===== src/rtl/convb_wm_sequencer_pkg.sv =====
// Shared definitions for the ConvB weight-memory read sequencer and the host-side WM writer.
// Both sides must agree on the kernel-slice layout, so the base-address rule lives here.
package convb_wm_sequencer_pkg;

    localparam int WM_KERNAL_SIZE      = 5;
    localparam int WM_IFM_DEPTH        = 3;
    localparam int WM_FILTERS_PER_UNIT = 3;
    localparam int NUMBER_OF_WM        = WM_KERNAL_SIZE * WM_KERNAL_SIZE;

    typedef enum logic [1:0] {
        IDLE  = 2'd0,
        READ  = 2'd1,
        DRAIN = 2'd2,
        READY = 2'd3
    } wm_state_t;

    // Kernels are stored filter-major, then channel, each slice NUMBER_OF_WM words long.
    function automatic int unsigned wm_base_addr(
        input int unsigned filter,
        input int unsigned depth,
        input int unsigned ifm_depth,
        input int unsigned words
    );
        return (filter * ifm_depth + depth) * words;
    endfunction

endpackage


===== src/rtl/convb_wm_sequencer.sv =====
// Reads one kernel slice from the unit's weight memory and shifts it into the weight FIFO,
// then holds kernel_ready until the layer controller acknowledges.
module convb_wm_sequencer
    import convb_wm_sequencer_pkg::*;
#(
    parameter  int KERNAL_SIZE      = WM_KERNAL_SIZE,
    parameter  int IFM_DEPTH        = WM_IFM_DEPTH,
    parameter  int FILTERS_PER_UNIT = WM_FILTERS_PER_UNIT,
    localparam int KERNEL_WORDS     = KERNAL_SIZE * KERNAL_SIZE,
    localparam int ADDRESS_SIZE_WM  = $clog2(KERNEL_WORDS * IFM_DEPTH * FILTERS_PER_UNIT),
    localparam int FSEL_W           = (FILTERS_PER_UNIT > 1) ? $clog2(FILTERS_PER_UNIT) : 1,
    localparam int DSEL_W           = (IFM_DEPTH > 1) ? $clog2(IFM_DEPTH) : 1,
    localparam int CNT_W            = $clog2(KERNEL_WORDS)
) (
    input  logic                       clk,
    input  logic                       reset,
    input  logic                       start,
    input  logic [FSEL_W-1:0]          filter_sel,
    input  logic [DSEL_W-1:0]          depth_sel,
    input  logic                       kernel_ack,
    output logic                       busy,
    output logic                       kernel_ready,
    output logic                       sel_error,
    output logic                       wm_enable_read,
    output logic [ADDRESS_SIZE_WM-1:0] wm_address,
    output logic                       wm_fifo_enable
);

    localparam logic [1:0] ST_IDLE  = IDLE;
    localparam logic [1:0] ST_READ  = READ;
    localparam logic [1:0] ST_DRAIN = DRAIN;
    localparam logic [1:0] ST_READY = READY;

    localparam logic [CNT_W-1:0] CNT_LAST = CNT_W'(KERNEL_WORDS - 1);

    logic [1:0]                 state_reg, state_next;
    logic [CNT_W-1:0]           cnt_reg, cnt_next;
    logic [ADDRESS_SIZE_WM-1:0] addr_reg, addr_next;
    logic                       rd_reg, rd_next;
    logic                       fifo_en_reg;
    logic                       ready_reg, ready_next;
    logic                       err_reg, err_next;
    logic                       busy_reg, busy_next;

    logic                       sel_ok;
    logic [ADDRESS_SIZE_WM-1:0] start_base;

    assign sel_ok = (32'(filter_sel) < 32'(FILTERS_PER_UNIT)) &&
                    (32'(depth_sel)  < 32'(IFM_DEPTH));

    assign start_base = ADDRESS_SIZE_WM'(wm_base_addr(32'(filter_sel), 32'(depth_sel),
                                                      IFM_DEPTH, KERNEL_WORDS));

    // The address register itself carries base+cnt, so the base only needs latching once.
    always_comb begin
        state_next = state_reg;
        cnt_next   = cnt_reg;
        addr_next  = addr_reg;
        rd_next    = 1'b0;
        ready_next = 1'b0;
        err_next   = 1'b0;
        case (state_reg)
            ST_IDLE: begin
                if (start) begin
                    if (sel_ok) begin
                        state_next = ST_READ;
                        cnt_next   = '0;
                        addr_next  = start_base;
                        rd_next    = 1'b1;
                    end else begin
                        err_next   = 1'b1;
                    end
                end
            end
            ST_READ: begin
                if (cnt_reg == CNT_LAST) begin
                    state_next = ST_DRAIN;
                end else begin
                    cnt_next  = cnt_reg + CNT_W'(1);
                    addr_next = addr_reg + ADDRESS_SIZE_WM'(1);
                    rd_next   = 1'b1;
                end
            end
            ST_DRAIN: begin
                state_next = ST_READY;
                ready_next = 1'b1;
            end
            ST_READY: begin
                ready_next = 1'b1;
                if (kernel_ack) begin
                    ready_next = 1'b0;
                    if (start && sel_ok) begin
                        state_next = ST_READ;
                        cnt_next   = '0;
                        addr_next  = start_base;
                        rd_next    = 1'b1;
                    end else begin
                        state_next = ST_IDLE;
                        err_next   = start;
                    end
                end
            end
            default: begin
                state_next = ST_IDLE;
            end
        endcase
        busy_next = (state_next != ST_IDLE);
    end

    always_ff @(posedge clk) begin
        if (reset) begin
            state_reg   <= ST_IDLE;
            cnt_reg     <= '0;
            addr_reg    <= '0;
            rd_reg      <= 1'b0;
            fifo_en_reg <= 1'b0;
            ready_reg   <= 1'b0;
            err_reg     <= 1'b0;
            busy_reg    <= 1'b0;
        end else begin
            state_reg   <= state_next;
            cnt_reg     <= cnt_next;
            addr_reg    <= addr_next;
            rd_reg      <= rd_next;
            // WM data arrives one cycle after the read strobe.
            fifo_en_reg <= rd_reg;
            ready_reg   <= ready_next;
            err_reg     <= err_next;
            busy_reg    <= busy_next;
        end
    end

    assign busy           = busy_reg;
    assign kernel_ready   = ready_reg;
    assign sel_error      = err_reg;
    assign wm_enable_read = rd_reg;
    assign wm_address     = addr_reg;
    assign wm_fifo_enable = fifo_en_reg;

endmodule


===== config.mk =====
export PLATFORM = sky130hd
export DESIGN_NAME = convb_wm_sequencer
export DESIGN_NICKNAME = d
export VERILOG_FILES = /design/src/rtl/convb_wm_sequencer_pkg.sv /design/src/rtl/convb_wm_sequencer.sv
export SDC_FILE = /design/constraint.sdc
export NUM_CORES = 1
export LEC_CHECK = 0
export BUFFER_PORTS_ARGS = -buffer_cell sky130_fd_sc_hd__buf_4
export CORE_AREA = 2 2 64 66
export CTS_CLUSTER_DIAMETER = 100
export DETAILED_ROUTE_END_ITERATION = 6
export DIE_AREA = 0 0 66 68
export REMOVE_ABC_BUFFERS = 1
export SYNTH_ARGS = -nofsm -noshare
export SYNTH_HDL_FRONTEND = slang
export SYNTH_SLANG_ARGS = --single-unit

===== constraint.sdc =====
create_clock -name clk -period 5.41 [get_ports clk]
set_input_delay 1.3525 -clock clk [delete_from_list [all_inputs] [get_ports clk]]
set_output_delay 1.3525 -clock clk [all_outputs]
set_load 0.01 [all_outputs]

Yosys cells after proc, flatten, opt, wreduce, memory -nomap -nowiden
Cells that the tools add are included.
W data, S select, Z words.
{ "word_totals": {"in_bits": 8, "ram_bits": 0, "ff_bits": 20, "latch_bits": 0, "memories": 0, "output_inout_bits": 13, "romBits": 0} }
{ "op_classes": {"shifts": 0, "n_bitwise": 0, "reduce_logical": 6, "n_mul": 2, "n_mux": 31, "n_addsub": 3, "div_mod_pow": 0, "n_lt_le_gt_ge": 2, "n_eq_ne": 9} }
{ "op_table": {"columns": ["cell", "count"], "rows": [
  ["$mux W8", 5],
  ["$mux W5", 5],
  ["$pmux W8 S3", 1],
  ["$pmux W5 S3", 1],
  ["$mux W1", 11],
  ["$ne A2 B2 Y1 const B", 5],
  ["$add A8 B1 Y8 const B", 1],
  ["$mul A5 B5 Y8 const B", 1],
  ["$mux W2", 4],
  ["$pmux W2 S4", 1],
  ["$reduce_and A6 Y1", 1],
  ["$add A4 B2 Y5", 1],
  ["$add A5 B1 Y5 const B", 1],
  ["$eq A5 B5 Y1 const B", 1],
  ["$eq A2 B2 Y1 const B", 2],
  ["$lt A2 B2 Y1 const B", 2],
  ["$mul A2 B2 Y4 const B", 1],
  ["$pmux W1 S2", 2],
  ["$pmux W1 S3", 1],
  ["$reduce_bool A3 Y1", 1],
  ["$eq A2 B1 Y1 const B", 1],
  ["$logic_and A1 B1 Y1", 2],
  ["$logic_not A2 Y1", 1],
  ["$reduce_bool A2 Y1", 1]
]} }

Logic depth before layout (Yosys ltp)
{ "logic_depth": {"ltp_word": 7, "depth_mapped": 13, "mapped_depth_nobuf": 13} }

Least setup slack after synthesis
OpenSTA, ideal clock, no wires.
{ "synth_path": {"path_type": "input to register", "from": "input filter_sel[0]", "to": "register addr_reg[7], in the netlist wm_address[7]", "t_arrival_ps": 3971, "required_ps": 5318, "cell_stages": 12, "setup_ps": 92, "setup_slack_ps": 1346, "cell_sequence": "fa_1 ha_1 inv_1 fa_1 ha_1 inv_1 ha_1 ha_1 nand3_1 xnor2_1 o32a_1 o32ai_1"} }
{ "synth_via": {"elab_chain_len": 6, "elab_cells_between_ends": 14, "cone_classes": "1 x add/sub; 2 x mul; 1 x order compare; 2 x eq/ne; 5 x mux; 3 x reduce/logical"} }
{ "synth_rtl": {"columns": ["element", "line_no", "text"], "rows": [
  ["start, declared", "convb_wm_sequencer.sv:18", "input logic [FSEL_W-1:0] filter_sel,"],
  ["$mul A2 B2 Y4", "convb_wm_sequencer_pkg.sv:24", "return (filter * ifm_depth + depth) * words;"],
  ["$add A4 B2 Y5", "convb_wm_sequencer_pkg.sv:24", null],
  ["$mul A5 B5 Y8", "convb_wm_sequencer_pkg.sv:24", null],
  ["$mux W8 (on tied branches)", "convb_wm_sequencer.sv:92, convb_wm_sequencer.sv:65", null],
  ["$mux W8 (on tied branches)", "convb_wm_sequencer.sv:90, convb_wm_sequencer.sv:64", null],
  ["$pmux W8 S3", "convb_wm_sequencer.sv:62", "case (state_reg)"],
  ["end signal, assigned", "convb_wm_sequencer.sv:123", "addr_reg <= addr_next;"],
  ["end, declared", "convb_wm_sequencer.sv:38", "logic [ADDRESS_SIZE_WM-1:0] addr_reg, addr_next;"]
]} }
Several ways; a longest one is shown, not always the timed one. The select of a mux whose other input is x is not followed.
A chain may end at the register's enable or synchronous reset.

Worst setup path in the final report
Ends and elaborated chain as after synthesis.

==> out/results.tsv <==
metric	value	unit
Remaining DRCs	0	
Distinct cells, synth	46	
largest net degree at the start of global routing	22	
outcome	finished, final reports clean	
# setup viols final	0	
critical-path maximum fanout	3	
Area Overhead vs Synth	13.7	%
FILL cells	394	
simple-gate share of the synthesized area	14.7	%
GPL Wtd Cong	0.863	
setup ws final	1.35	ns
list of most frequent post-synthesis cells	20 x dfxtp_1, 20 x ha_1, 16 x inv_1	
Yosys reg bits	20	
cell taking the most area after synthesis	dfxtp_1	
DRT iter0 DRCs	39	
Max Buffers Root-to-Sink	2	
worst slew pin tran	1.03	ns
number of instances in the placed design	223	
Synth top area share	27.6	%
initial antenna violation count	0	
Worst Setup Start Kind	input pin	
Final period util	75.0	%
RSZ-0062 raised after global routing	false	
share of the yosys chip area belonging to registers	27.6	%
power after layout	712	µW
endpoint class of the critical path	register	
slew margin rel.	30.9	%
port bufs	20	
CTS buffer count	3	
die outline area	0.00449	mm²
main flop type after synthesis	dfxtp_1	
# hold bufs at CTS	0	
Initial Utilization	37.6	%
setup bufs post-CTS	0	
worst slack, placed	1.07	ns
Data arrival, critical path	4.23	ns
wire per inst	14.6	µm
Max Clock Skew	0.000719	ns
Compound-Gate Fraction of Synth Area	25.3	%
root buffer cell	clkbuf_8	
post-synthesis xor/xnor area fraction	2.76	%
vias per cell	5.68	
WL final	3320	µm
Hold Crit Class	reg -> reg	
Finished Layout Cells	227	
Fin Setup TNS	0	ns
Post-Syn Instances	162	
first-pass GRT wire length	5270	µm
Core Box Area	0.00386	mm²
layout cell share with drive strength beyond 1	16.9	%
vias in the first global route	1182	
max frequency	0.246	GHz
asr flop ratio synth	0	%
CTS resizes	0	
diode count	0	
worst skew pair latency	0.26	ns
Synth Area in Adders	20.0	%
mux cell area share after synthesis	0.690	%
YS warnings	0	
pwr dens	432	mW/mm²
total grt overflow	0	
nets	208	
Post-synth EDFFs	0	
clock sinks	20	
Rows	23	
Die Y	68	µm
post-route ant nets	0	
VDD IR max	0.129	mV
GRT Util Overall	14.8	%
clock slew at reported path FFs	0.07	ns
drt pass-1 iters	4	
Crit path required time	5.58	ns
reg2reg setup slack	2.96	ns
Die Width	66	µm
Syn Area/Cell	8.96	µm²
fin. max-slew vios	0	
hpwl dp	2440	µm
largest family of logic cells by synthesized area	compound AO/OA/AOI/OAI gates	
synthesized area	0.00145	mm²
Max-Cap Viols	0	
crit path kind	in -> reg	
Tmin final	4.06	ns
CTS tree	done	
Area contributors post-synth	dfxtp_1 28%, ha_1 17%, inv_1 4.1%	
H-tree depth	1	
vias	1289	
max reg flops	8	
Lkg Pwr	0.000695	µW
Final Hold Viols	0	
io pins	21	
[layout by cell type (no fill, tap or decap), types with 3 or more instances in the layout]
| master | count |
|---|---|
| nand3_1 | 6 |
| o31ai_1 | 3 |
| inv_1 | 16 |
| buf_4 | 20 |
| ha_1 | 20 |
| a21oi_1 | 11 |
| a21o_1 | 3 |
| nor2_1 | 7 |
| nand2_1 | 10 |
| o21ai_0 | 4 |
| o32ai_1 | 6 |
| nor3_1 | 4 |
| clkbuf_8 | 4 |
| a211oi_1 | 5 |
| dfxtp_1 | 20 |
[metal layers]
metal	share of wire (%)	global-route usage, %
met5	0	0
met2	48	25.5
met1	47	19.3
met3	4.4	2.30
met4	0.72	3.83
[worst paths after layout]
check                       from        endpoint  cells past startpoint
setup / recovery   filter_sel[0]   wm_address[7]                     13
hold / removal    wm_enable_read  wm_fifo_enable                      1
setup reg to reg    state_reg[1]            busy                      6
hold reg to reg   wm_enable_read  wm_fifo_enable                      1
[critical path: stages]
cell and delay, ns:
buf_4 0.13, fa_1 0.54, ha_1 0.15, inv_1 0.05, fa_1 0.49, ha_1 0.31, inv_1 0.04, ha_1 0.28
ha_1 0.31, nand3_1 0.10, xnor2_1 0.13, o32a_1 0.17, o32ai_1 0.20
[where the power goes]
| group | internal (µW) | total, µW | switching [µW] |
|---|---|---|---|
| Sequential | 185 | 221 | 36.7 |
| Combinational | 164 | 376 | 212 |
| Clock | 64.8 | 115 | 49.8 |
[logic make-up after synthesis]
family	after synthesis
XOR/XNOR	3
buffers and inverters	25
multiplexers	1
flip-flops	20
adder cells (fa/ha/maj)	22
AO/OA/AOI/OAI	50
AND/OR/NAND/NOR	41
[area by class of cell]
cell class | count | area (µm²) | share of cell area (%)
tap | 50 | 62.6 | 3.79
multi-input combinational | 117 | 922 | 55.9
clock buffer | 4 | 55.1 | 3.34
sequential | 20 | 400 | 24.3
inverter | 16 | 60.1 | 3.64
timing repair buffer | 20 | 150 | 9.10
[stage by stage]
stage          util [%]  hold slack, ns  area (µm²)
3_3_place_gp       41.4           0.455        1600
3_5_place_dp       41.4           0.456        1600
4_1_cts            42.8           0.468        1650
5_1_grt            42.8           0.480        1650
2_1_floorplan         -           0.458        1380
6_report           42.8           0.466        1650
Power figures use the tool's default switching activity.
